==> src/rtl/dac_spi_tx_if.sv <==
// Sample handshake and DAC serial pins for dac_spi_tx.
// dac_ldac_n exists only when DAC_SPI_TX_LDAC_EN is defined.
interface dac_spi_tx_if;
    logic [7:0] dds_data;
    logic       sample_valid;
    logic       sample_ready;
    logic       dac_cs_n;
    logic       dac_sclk;
    logic       dac_din;
    logic       busy;
`ifdef DAC_SPI_TX_LDAC_EN
    logic       dac_ldac_n;

    modport master (
        output dds_data, sample_valid,
        input  sample_ready, dac_cs_n, dac_sclk, dac_din, busy, dac_ldac_n
    );
    modport slave (
        input  dds_data, sample_valid,
        output sample_ready, dac_cs_n, dac_sclk, dac_din, busy, dac_ldac_n
    );
`else
    modport master (
        output dds_data, sample_valid,
        input  sample_ready, dac_cs_n, dac_sclk, dac_din, busy
    );
    modport slave (
        input  dds_data, sample_valid,
        output sample_ready, dac_cs_n, dac_sclk, dac_din, busy
    );
`endif
endinterface

==> src/rtl/dac_spi_tx.sv <==
// Frames one 8-bit DDS sample per handshake MSB-first onto an SPI mode-0 DAC link.
// Optional load strobe dac_ldac_n enabled by defining DAC_SPI_TX_LDAC_EN.
module dac_spi_tx #(
    parameter int unsigned CLK_DIV    = 4,
    parameter int unsigned LEAD_BITS  = 4,
    parameter int unsigned TRAIL_BITS = 4,
    parameter int unsigned CS_GAP     = 2
) (
    input  logic          clk,
    input  logic          rst_n,
    dac_spi_tx_if.slave   io_dac
);
    localparam int unsigned FRAME_BITS = LEAD_BITS + 8 + TRAIL_BITS;
    localparam int unsigned PH_W       = $clog2(CLK_DIV) + 1;
    localparam int unsigned BIT_W      = $clog2(FRAME_BITS) + 1;
    localparam int unsigned GAP_W      = $clog2(CS_GAP) + 1;

    localparam logic [PH_W-1:0]  PH_LAST  = PH_W'(CLK_DIV - 1);
    localparam logic [BIT_W-1:0] BIT_LAST = BIT_W'(FRAME_BITS - 1);
    localparam logic [GAP_W-1:0] GAP_LAST = GAP_W'(CS_GAP - 1);

    typedef enum logic [1:0] {
        S_IDLE,
        S_SHIFT,
        S_HOLD,
        S_GAP
    } state_t;

    state_t                r_state;
    logic [FRAME_BITS-1:0] r_shift;
    logic [PH_W-1:0]       r_phase;
    logic [BIT_W-1:0]      r_bit;
    logic [GAP_W-1:0]      r_gap;
    logic                  r_ready;
    logic                  r_busy;
    logic                  r_cs_n;
    logic                  r_sclk;
`ifdef DAC_SPI_TX_LDAC_EN
    logic                  r_ldac_n;
`endif

    logic [FRAME_BITS-1:0] w_frame;
    logic                  w_accept;

    always_comb begin
        w_frame  = FRAME_BITS'(io_dac.dds_data) << TRAIL_BITS;
        w_accept = (r_state == S_IDLE) && io_dac.sample_valid && r_ready;
    end

    // dac_din is the shift register MSB; clearing the register drives din low in GAP.
    always_ff @(posedge clk) begin
        if (!rst_n) begin
            r_state  <= S_IDLE;
            r_shift  <= '0;
            r_phase  <= '0;
            r_bit    <= '0;
            r_gap    <= '0;
            r_ready  <= 1'b1;
            r_busy   <= 1'b0;
            r_cs_n   <= 1'b1;
            r_sclk   <= 1'b0;
`ifdef DAC_SPI_TX_LDAC_EN
            r_ldac_n <= 1'b1;
`endif
        end else begin
            case (r_state)
                S_IDLE: begin
                    if (w_accept) begin
                        r_state <= S_SHIFT;
                        r_shift <= w_frame;
                        r_phase <= '0;
                        r_bit   <= '0;
                        r_ready <= 1'b0;
                        r_busy  <= 1'b1;
                        r_cs_n  <= 1'b0;
                        r_sclk  <= 1'b0;
                    end
                end

                S_SHIFT: begin
                    if (r_phase == PH_LAST) begin
                        r_phase <= '0;
                        if (!r_sclk) begin
                            r_sclk <= 1'b1;
                        end else begin
                            r_sclk <= 1'b0;
                            if (r_bit == BIT_LAST) begin
                                r_state <= S_HOLD;
                            end else begin
                                r_bit   <= r_bit + 1'b1;
                                r_shift <= {r_shift[FRAME_BITS-2:0], 1'b0};
                            end
                        end
                    end else begin
                        r_phase <= r_phase + 1'b1;
                    end
                end

                S_HOLD: begin
                    if (r_phase == PH_LAST) begin
                        r_state  <= S_GAP;
                        r_phase  <= '0;
                        r_bit    <= '0;
                        r_gap    <= '0;
                        r_shift  <= '0;
                        r_cs_n   <= 1'b1;
`ifdef DAC_SPI_TX_LDAC_EN
                        r_ldac_n <= 1'b0;
`endif
                    end else begin
                        r_phase <= r_phase + 1'b1;
                    end
                end

                S_GAP: begin
`ifdef DAC_SPI_TX_LDAC_EN
                    r_ldac_n <= 1'b1;
`endif
                    if (r_gap == GAP_LAST) begin
                        r_state <= S_IDLE;
                        r_gap   <= '0;
                        r_ready <= 1'b1;
                        r_busy  <= 1'b0;
                    end else begin
                        r_gap <= r_gap + 1'b1;
                    end
                end

                default: begin
                    r_state <= S_IDLE;
                    r_ready <= 1'b1;
                    r_busy  <= 1'b0;
                    r_cs_n  <= 1'b1;
                    r_sclk  <= 1'b0;
                    r_shift <= '0;
                end
            endcase
        end
    end

    assign io_dac.sample_ready = r_ready;
    assign io_dac.busy         = r_busy;
    assign io_dac.dac_cs_n     = r_cs_n;
    assign io_dac.dac_sclk     = r_sclk;
    assign io_dac.dac_din      = r_shift[FRAME_BITS-1];
`ifdef DAC_SPI_TX_LDAC_EN
    assign io_dac.dac_ldac_n   = r_ldac_n;
`endif

endmodule

==> src/flat_wrapper.sv <==
// flat-port wrapper written by rule: the top's interface ports become plain ports
module dac_spi_tx_flat 
#(
    parameter int unsigned CLK_DIV    = 4,
    parameter int unsigned LEAD_BITS  = 4,
    parameter int unsigned TRAIL_BITS = 4,
    parameter int unsigned CS_GAP     = 2
)
  (clk, rst_n, io_dac_dds_data, io_dac_sample_valid, io_dac_sample_ready, io_dac_dac_cs_n, io_dac_dac_sclk, io_dac_dac_din, io_dac_busy);
  dac_spi_tx_if io_dac_i ();
  input  logic clk;
  input  logic rst_n;
  input wire logic [$bits(io_dac_i.dds_data)-1:0] io_dac_dds_data;
  input wire logic [$bits(io_dac_i.sample_valid)-1:0] io_dac_sample_valid;
  output wire logic [$bits(io_dac_i.sample_ready)-1:0] io_dac_sample_ready;
  output wire logic [$bits(io_dac_i.dac_cs_n)-1:0] io_dac_dac_cs_n;
  output wire logic [$bits(io_dac_i.dac_sclk)-1:0] io_dac_dac_sclk;
  output wire logic [$bits(io_dac_i.dac_din)-1:0] io_dac_dac_din;
  output wire logic [$bits(io_dac_i.busy)-1:0] io_dac_busy;
  assign io_dac_i.dds_data = io_dac_dds_data;
  assign io_dac_i.sample_valid = io_dac_sample_valid;
  assign io_dac_sample_ready = io_dac_i.sample_ready;
  assign io_dac_dac_cs_n = io_dac_i.dac_cs_n;
  assign io_dac_dac_sclk = io_dac_i.dac_sclk;
  assign io_dac_dac_din = io_dac_i.dac_din;
  assign io_dac_busy = io_dac_i.busy;
  dac_spi_tx #(.CLK_DIV(CLK_DIV), .LEAD_BITS(LEAD_BITS), .TRAIL_BITS(TRAIL_BITS), .CS_GAP(CS_GAP)) u_core (.clk(clk), .rst_n(rst_n), .io_dac(io_dac_i));
endmodule
==> config.mk <==
export PLATFORM = sky130hd
export DESIGN_NAME = dac_spi_tx_flat
export DESIGN_NICKNAME = d
export VERILOG_FILES = /design/src/rtl/dac_spi_tx_if.sv /design/src/rtl/dac_spi_tx.sv /design/src/flat_wrapper.sv
export SDC_FILE = /design/constraint.sdc
export NUM_CORES = 1
export LEC_CHECK = 0
export ABC_CLOCK_PERIOD_IN_PS = 2450
export CAP_MARGIN = 10
export CORE_AREA = 8 8 65 67
export CTS_CLUSTER_DIAMETER = 30
export CTS_CLUSTER_SIZE = 12
export DETAILED_ROUTE_END_ITERATION = 7
export DIE_AREA = 0 0 73 75
export DONT_BUFFER_PORTS = 1
export HOLD_SLACK_MARGIN = 0.1
export PLACE_DENSITY_LB_ADDON = 0.05
export SETUP_SLACK_MARGIN = 0.05
export SLEW_MARGIN = 20
export SYNTH_ARGS = -nofsm -noshare
export SYNTH_HDL_FRONTEND = slang
export SYNTH_SLANG_ARGS = --single-unit
==> constraint.sdc <==
create_clock -name clk -period 2.45 [get_ports clk]
set_input_delay 0.1225 -clock clk [delete_from_list [all_inputs] [get_ports clk]]
set_output_delay 0.1225 -clock clk [all_outputs]
set_load 0.005 [all_outputs]
Word level (Yosys, flattened, before mapping)
Cells that the tools add are included.
{"block": "word_totals", "mem_bits_rw": 0, "latchBits": 0, "regBits": 32, "mem_count": 0, "out_inout_bits": 5, "romBits": 0, "in_bits": 11}
{"block": "op_classes", "order_cmp": 0, "n_eq_ne": 13, "shifts": 0, "n_div": 0, "bitwise_logic": 0, "mul": 0, "addsub": 3, "reduce_logical": 17, "n_mux": 36}
{"op": "16-bit 2-to-1 mux", "count": 5}
{"op": "16-bit case mux with 3 select lines", "count": 1}
{"op": "5-bit 2-to-1 mux", "count": 5}
{"op": "2-bit 2-to-1 mux", "count": 8}
{"op": "5-bit case mux with 3 select lines", "count": 1}
{"op": "2-bit by 1-bit != test with 1-bit output, second input constant", "count": 6}
{"op": "6-bit AND reduction", "count": 2}
{"op": "2-bit nonzero test", "count": 5}
{"op": "3-bit AND reduction", "count": 3}
{"op": "1-bit case mux with 2 select lines", "count": 4}
{"op": "2-bit case mux with 4 select lines", "count": 1}
{"op": "1-bit 2-to-1 mux", "count": 7}
{"op": "3-bit 2-to-1 mux", "count": 2}
{"op": "3-bit case mux with 2 select lines", "count": 1}
{"op": "5-bit by 1-bit adder with 5-bit output, second input constant", "count": 1}
{"op": "5-bit by 4-bit == test with 1-bit output, second input constant", "count": 1}
{"op": "2-bit by 1-bit == test with 1-bit output, second input constant", "count": 2}
{"op": "2-bit == test, second input constant", "count": 2}
{"op": "2-bit case mux with 2 select lines", "count": 1}
{"op": "2-bit AND reduction", "count": 2}
{"op": "3-bit by 1-bit adder with 3-bit output, second input constant", "count": 1}
{"op": "3-bit by 2-bit == test with 1-bit output, second input constant", "count": 1}
{"op": "3-bit nonzero test", "count": 1}
{"op": "2-bit by 1-bit adder with 2-bit output, second input constant", "count": 1}
{"op": "4 further kinds", "count": 5}

Logic depth before layout (Yosys ltp)
{"block": "logic_depth", "word_depth": 5, "ltp_mapped": 9}

Worst setup path after synthesis
No wires, ideal clock.
{"block": "synth_timing", "path_kind": "register -> register", "start": "register u_core.r_bit[0]", "end": "register u_core.r_shift[10]", "t_arrival_ps": 1679, "setup_slack_ps": 631, "stages_incl_launch_ff": 8, "synth_period_minus_slack_ps": 1819, "cell_sequence": "dfxtp_1 > ha_1 > and3_1 > ha_1 > nand2b_2 > a21o_2 > nor2_2 > a311oi_1"}
{"block": "synth_via", "elab_chain_cells": 3}
{"item": "from (decl)", "line": "dac_spi_tx.sv:32", "text": "logic [BIT_W-1:0] r_bit;"}
{"item": "from (signal assigned)", "line": "dac_spi_tx.sv:90", "text": "r_bit <= r_bit + 1'b1;"}
{"item": "5-bit by 4-bit == test with 1-bit output", "line": "dac_spi_tx.sv:87", "text": "if (r_bit == BIT_LAST) begin"}
{"item": "2-bit != test (no line)"}
{"item": "6-bit AND reduction (no line)"}
{"item": "to (signal assigned)", "line": "dac_spi_tx.sv:70", "text": "r_shift <= w_frame;"}
{"item": "to (signal assigned)", "line": "dac_spi_tx.sv:91", "text": "r_shift <= {r_shift[FRAME_BITS-2:0], 1'b0};"}
{"item": "to (decl)", "line": "dac_spi_tx.sv:30", "text": "logic [FRAME_BITS-1:0] r_shift;"}
No other way between the ends.
A chain may end at the register's enable or synchronous reset.

Final worst setup path
Same ends and word-level chain as after synthesis.

==> flow_summary_export.csv <==
group,metric,value,unit
synthesis,synth_mux_area_share,1.360,%
die,core.rowCount,21,
route,drt_iter0_drc,123,
route,highest_layer,"met4",
synthesis,synth_warnings,0,
status,outcome,"completed",
synthesis,synthTopCellsByArea,"dfxtp_1 36%, a21oi_1 6.7%, ha_1 6.4%",
die,die_x,73,µm
synthesis,synth_xor_area_share,0.5600,%
synthesis,post-synth-top-area-cell,"dfxtp_1",
synthesis,post-synth-top-count-cell,"dfxtp_1",
worst_hold_path,min_path_cells,2,
route,met1Wirelength,1777,µm
route,postRouteAntennaNets,0,
clocking,hold_buffers,11,
global_route,grt.overflow.total,0,
run,drv_cap,0,
route,drc,0,
clocking,ctsResizeCount,0,
sta,report.final.slew_viol_count,0,
synthesis,syn_inst,178,
sta,worstMarginPinSlew,676.3,ps
route,wl,3453,µm
die,ios,16,
worst_setup_path,crit_fanout,16,
worst_hold_path,hp-class,"in2reg",
worst_setup_path,critPathKind,"reg2reg",
route,wl_per_cell,15.08,µm
sta,fmax,481.1,MHz
synthesis,synthArstFlopShare,0,%
layout,post-route-util,51.99,%
worst_setup_path,critPathArrivalTime,2330,ps
synthesis,synth_top_area_share,35.84,%
placed_design,port_buffers,0,
worst_setup_path,cp-end-kind,"flip-flop",
sta,grt_setup_unrepaired,"false",
sta,fin_crit_sh,84.84,%
global_route,grt_pass1_wl,6016,µm
clocking,clk_latency,330,ps
synthesis,synthSimpleGateAreaFrac,22.56,%
synthesis,synth_area,1564,µm²
clocking,clockBufferDepth,2,
sta,fin_crit,2079,ps
clocking,cts_sinks,28,
synthesis,syn_nets,197,
placed_design,hpwl,2312,µm
layout,nets,203,
power,p_leak,0.0005946,µW
clocking,htreeDepth,1,
worst_setup_path,startpoint_type,"flip-flop",
global_route,grt_start_max_net_pins,25,
sta,hold_violations,0,
power,pwr_density_cell,1002,nW/µm²
route,vias,1294,
synthesis,yosys-top-cells-count,"28 x dfxtp_1, 21 x a21oi_1, 15 x nand3_1",
synthesis,synth_compound_area_share,25.28,%
clocking,numCtsBuffers,3,
worst_setup_path,worst_r2r_path_depth,7,
sta,slew_headroom,54.86,%
global_route,gr-usage-all-layers,13.73,%
layout,n_antenna_cell,0,
synthesis,synth_seq_area_share,35.84,%
synthesis,syn_avg_cell_area,8.787,µm²
die,coreArea,3232,µm²
synthesis,synth_adder_area_share,6.400,%
synthesis,ys_types,50,
synthesis,synth_top_family_by_area,"compound AO/OA/AOI/OAI gates",
sta,hold_ws,255.8,ps
sta,clock_skew,1.472,ps
clocking,tritoncts,"done",
die,die_h,75,µm
route,wl_met3,93,µm
route,vias_per_cell,5.651,
die,start_util,48.39,%
route,wl_met2,1550,µm
global_route,grt_pass1_vias,1216,
layout,drive_gt1_share,10.93,%
worst_setup_path,cp-startpoint,"u_core.r_bit[0]$_SDFFE_PN0P_",
worst_setup_path,r2r_slack,370,ps
clocking,cts_root_buffer,"clkbuf_4",
worst_setup_path,reg2reg_from,"u_core.r_bit[0]$_SDFFE_PN0P_",
global_route,antenna_found_initial,0,
route,drtPass1Iterations,4,
sta,finalSetupViolCount,0,
sta,setup_tns,0,ps
placed_design,placed_area,1534,µm²
worst_setup_path,cp.required,2700,ps
clocking,cts.clk_slew.worst_paths,160,ps
placed_design,place.gp.congestion,0.7687,
layout,fin_area,1680,µm²
synthesis,synth-main-ff-cell,"dfxtp_1",
worst_hold_path,worstHoldStart,"rst_n",
power,max-vdd-ir-drop,0.5916,mV
clocking,post_cts_buffers,0,
synthesis,synth_edf_count,0,
synthesis,synth-seq-cells,28,
layout,area_growth,7.440,%
die,fp.dieArea,5475,µm²
-- flip-flops by register name, summed over array words and instances, names as in the netlist --
| register | flops |
|---|---|
| u_core.io_dac.busy | 1 |
| u_core.io_dac.dac_cs_n | 1 |
| u_core.r_state | 2 |
| u_core.r_phase | 3 |
| u_core.r_gap | 2 |
| u_core.io_dac.sample_ready | 1 |
| u_core.io_dac.dac_sclk | 1 |
| u_core.r_bit | 5 |
| u_core.r_shift | 12 |
-- critical path, stage by stage, from the launching register on --
cell	delay (ps)
dfxtp_1	370
ha_1	230
and3_1	190
ha_1	200
nand2b_2	200
a21oi_4	420
a21oi_1	130
a311oi_1	260
-- cell families after synthesis --
logic type,Yosys count
flops,28
buf+inv,17
mux,2
simple gates,63
xor+xnor,1
compound gates,59
fa+ha+maj,8
-- layer usage --
layer	global-route usage, %	vias to the layer above
li1	-	661
met1	18.90	612
met2	21.05	17
met3	2.264	4
met4	4.667	0
met5	0	-
-- metrics by stage --
step           setup slack (ps)  power (µW)  std cells
3_3_place_gp              445.0        1411        214
2_1_floorplan             631.0        1372        178
3_5_place_dp              385.8        1431        214
4_1_cts                   355.0        1681        229
6_report                  371.4        1683        229
5_1_grt                   159.0        1815        229
-- cell usage in the layout, fill, tap and decap left out, types with 2 or more instances in the layout --
master | netlist | layout
a311oi_1 | 7 | 7
buf_4 | 1 | 3
a21oi_4 | 2 | 2
clkbuf_4 | 0 | 3
and3_1 | 5 | 5
dfxtp_1 | 28 | 28
nand4b_1 | 2 | 2
nand2_1 | 8 | 8
dlygate4sd3_1 | 0 | 11
a31oi_1 | 2 | 2
inv_1 | 4 | 4
a21oi_1 | 21 | 21
a32oi_1 | 2 | 2
o21ai_0 | 13 | 13
nor2_1 | 11 | 11
nand2b_1 | 10 | 10
ha_1 | 8 | 8
nand3_1 | 15 | 15
-- cell type report --
class                           instances  area (µm²)
Tap cell                               46       57.56
Sequential cell                        28       560.5
Inverter                                4       15.01
Fill cell                             314        1551
Timing Repair Buffer                   14       132.6
Multi-Input combinational cell        133       878.3
Clock buffer                            4       36.28
-- path summary, 6_finish.rpt --
kind,end
setup / recovery,u_core.r_shift[10]$_SDFFE_PN0P_
hold reg to reg,u_core.r_gap[1]$_SDFFE_PN0P_
setup reg to reg,u_core.r_shift[10]$_SDFFE_PN0P_
hold / removal,u_core.io_dac.busy$_SDFFE_PN0P_
-- report_power, final --
part | internal (µW) | switching [µW]
clock network | 91.0 | 142
logic | 326 | 526
registers | 537 | 61.7
total | 954 | 729
No activity file was read; power rests on OpenSTA's default activity.
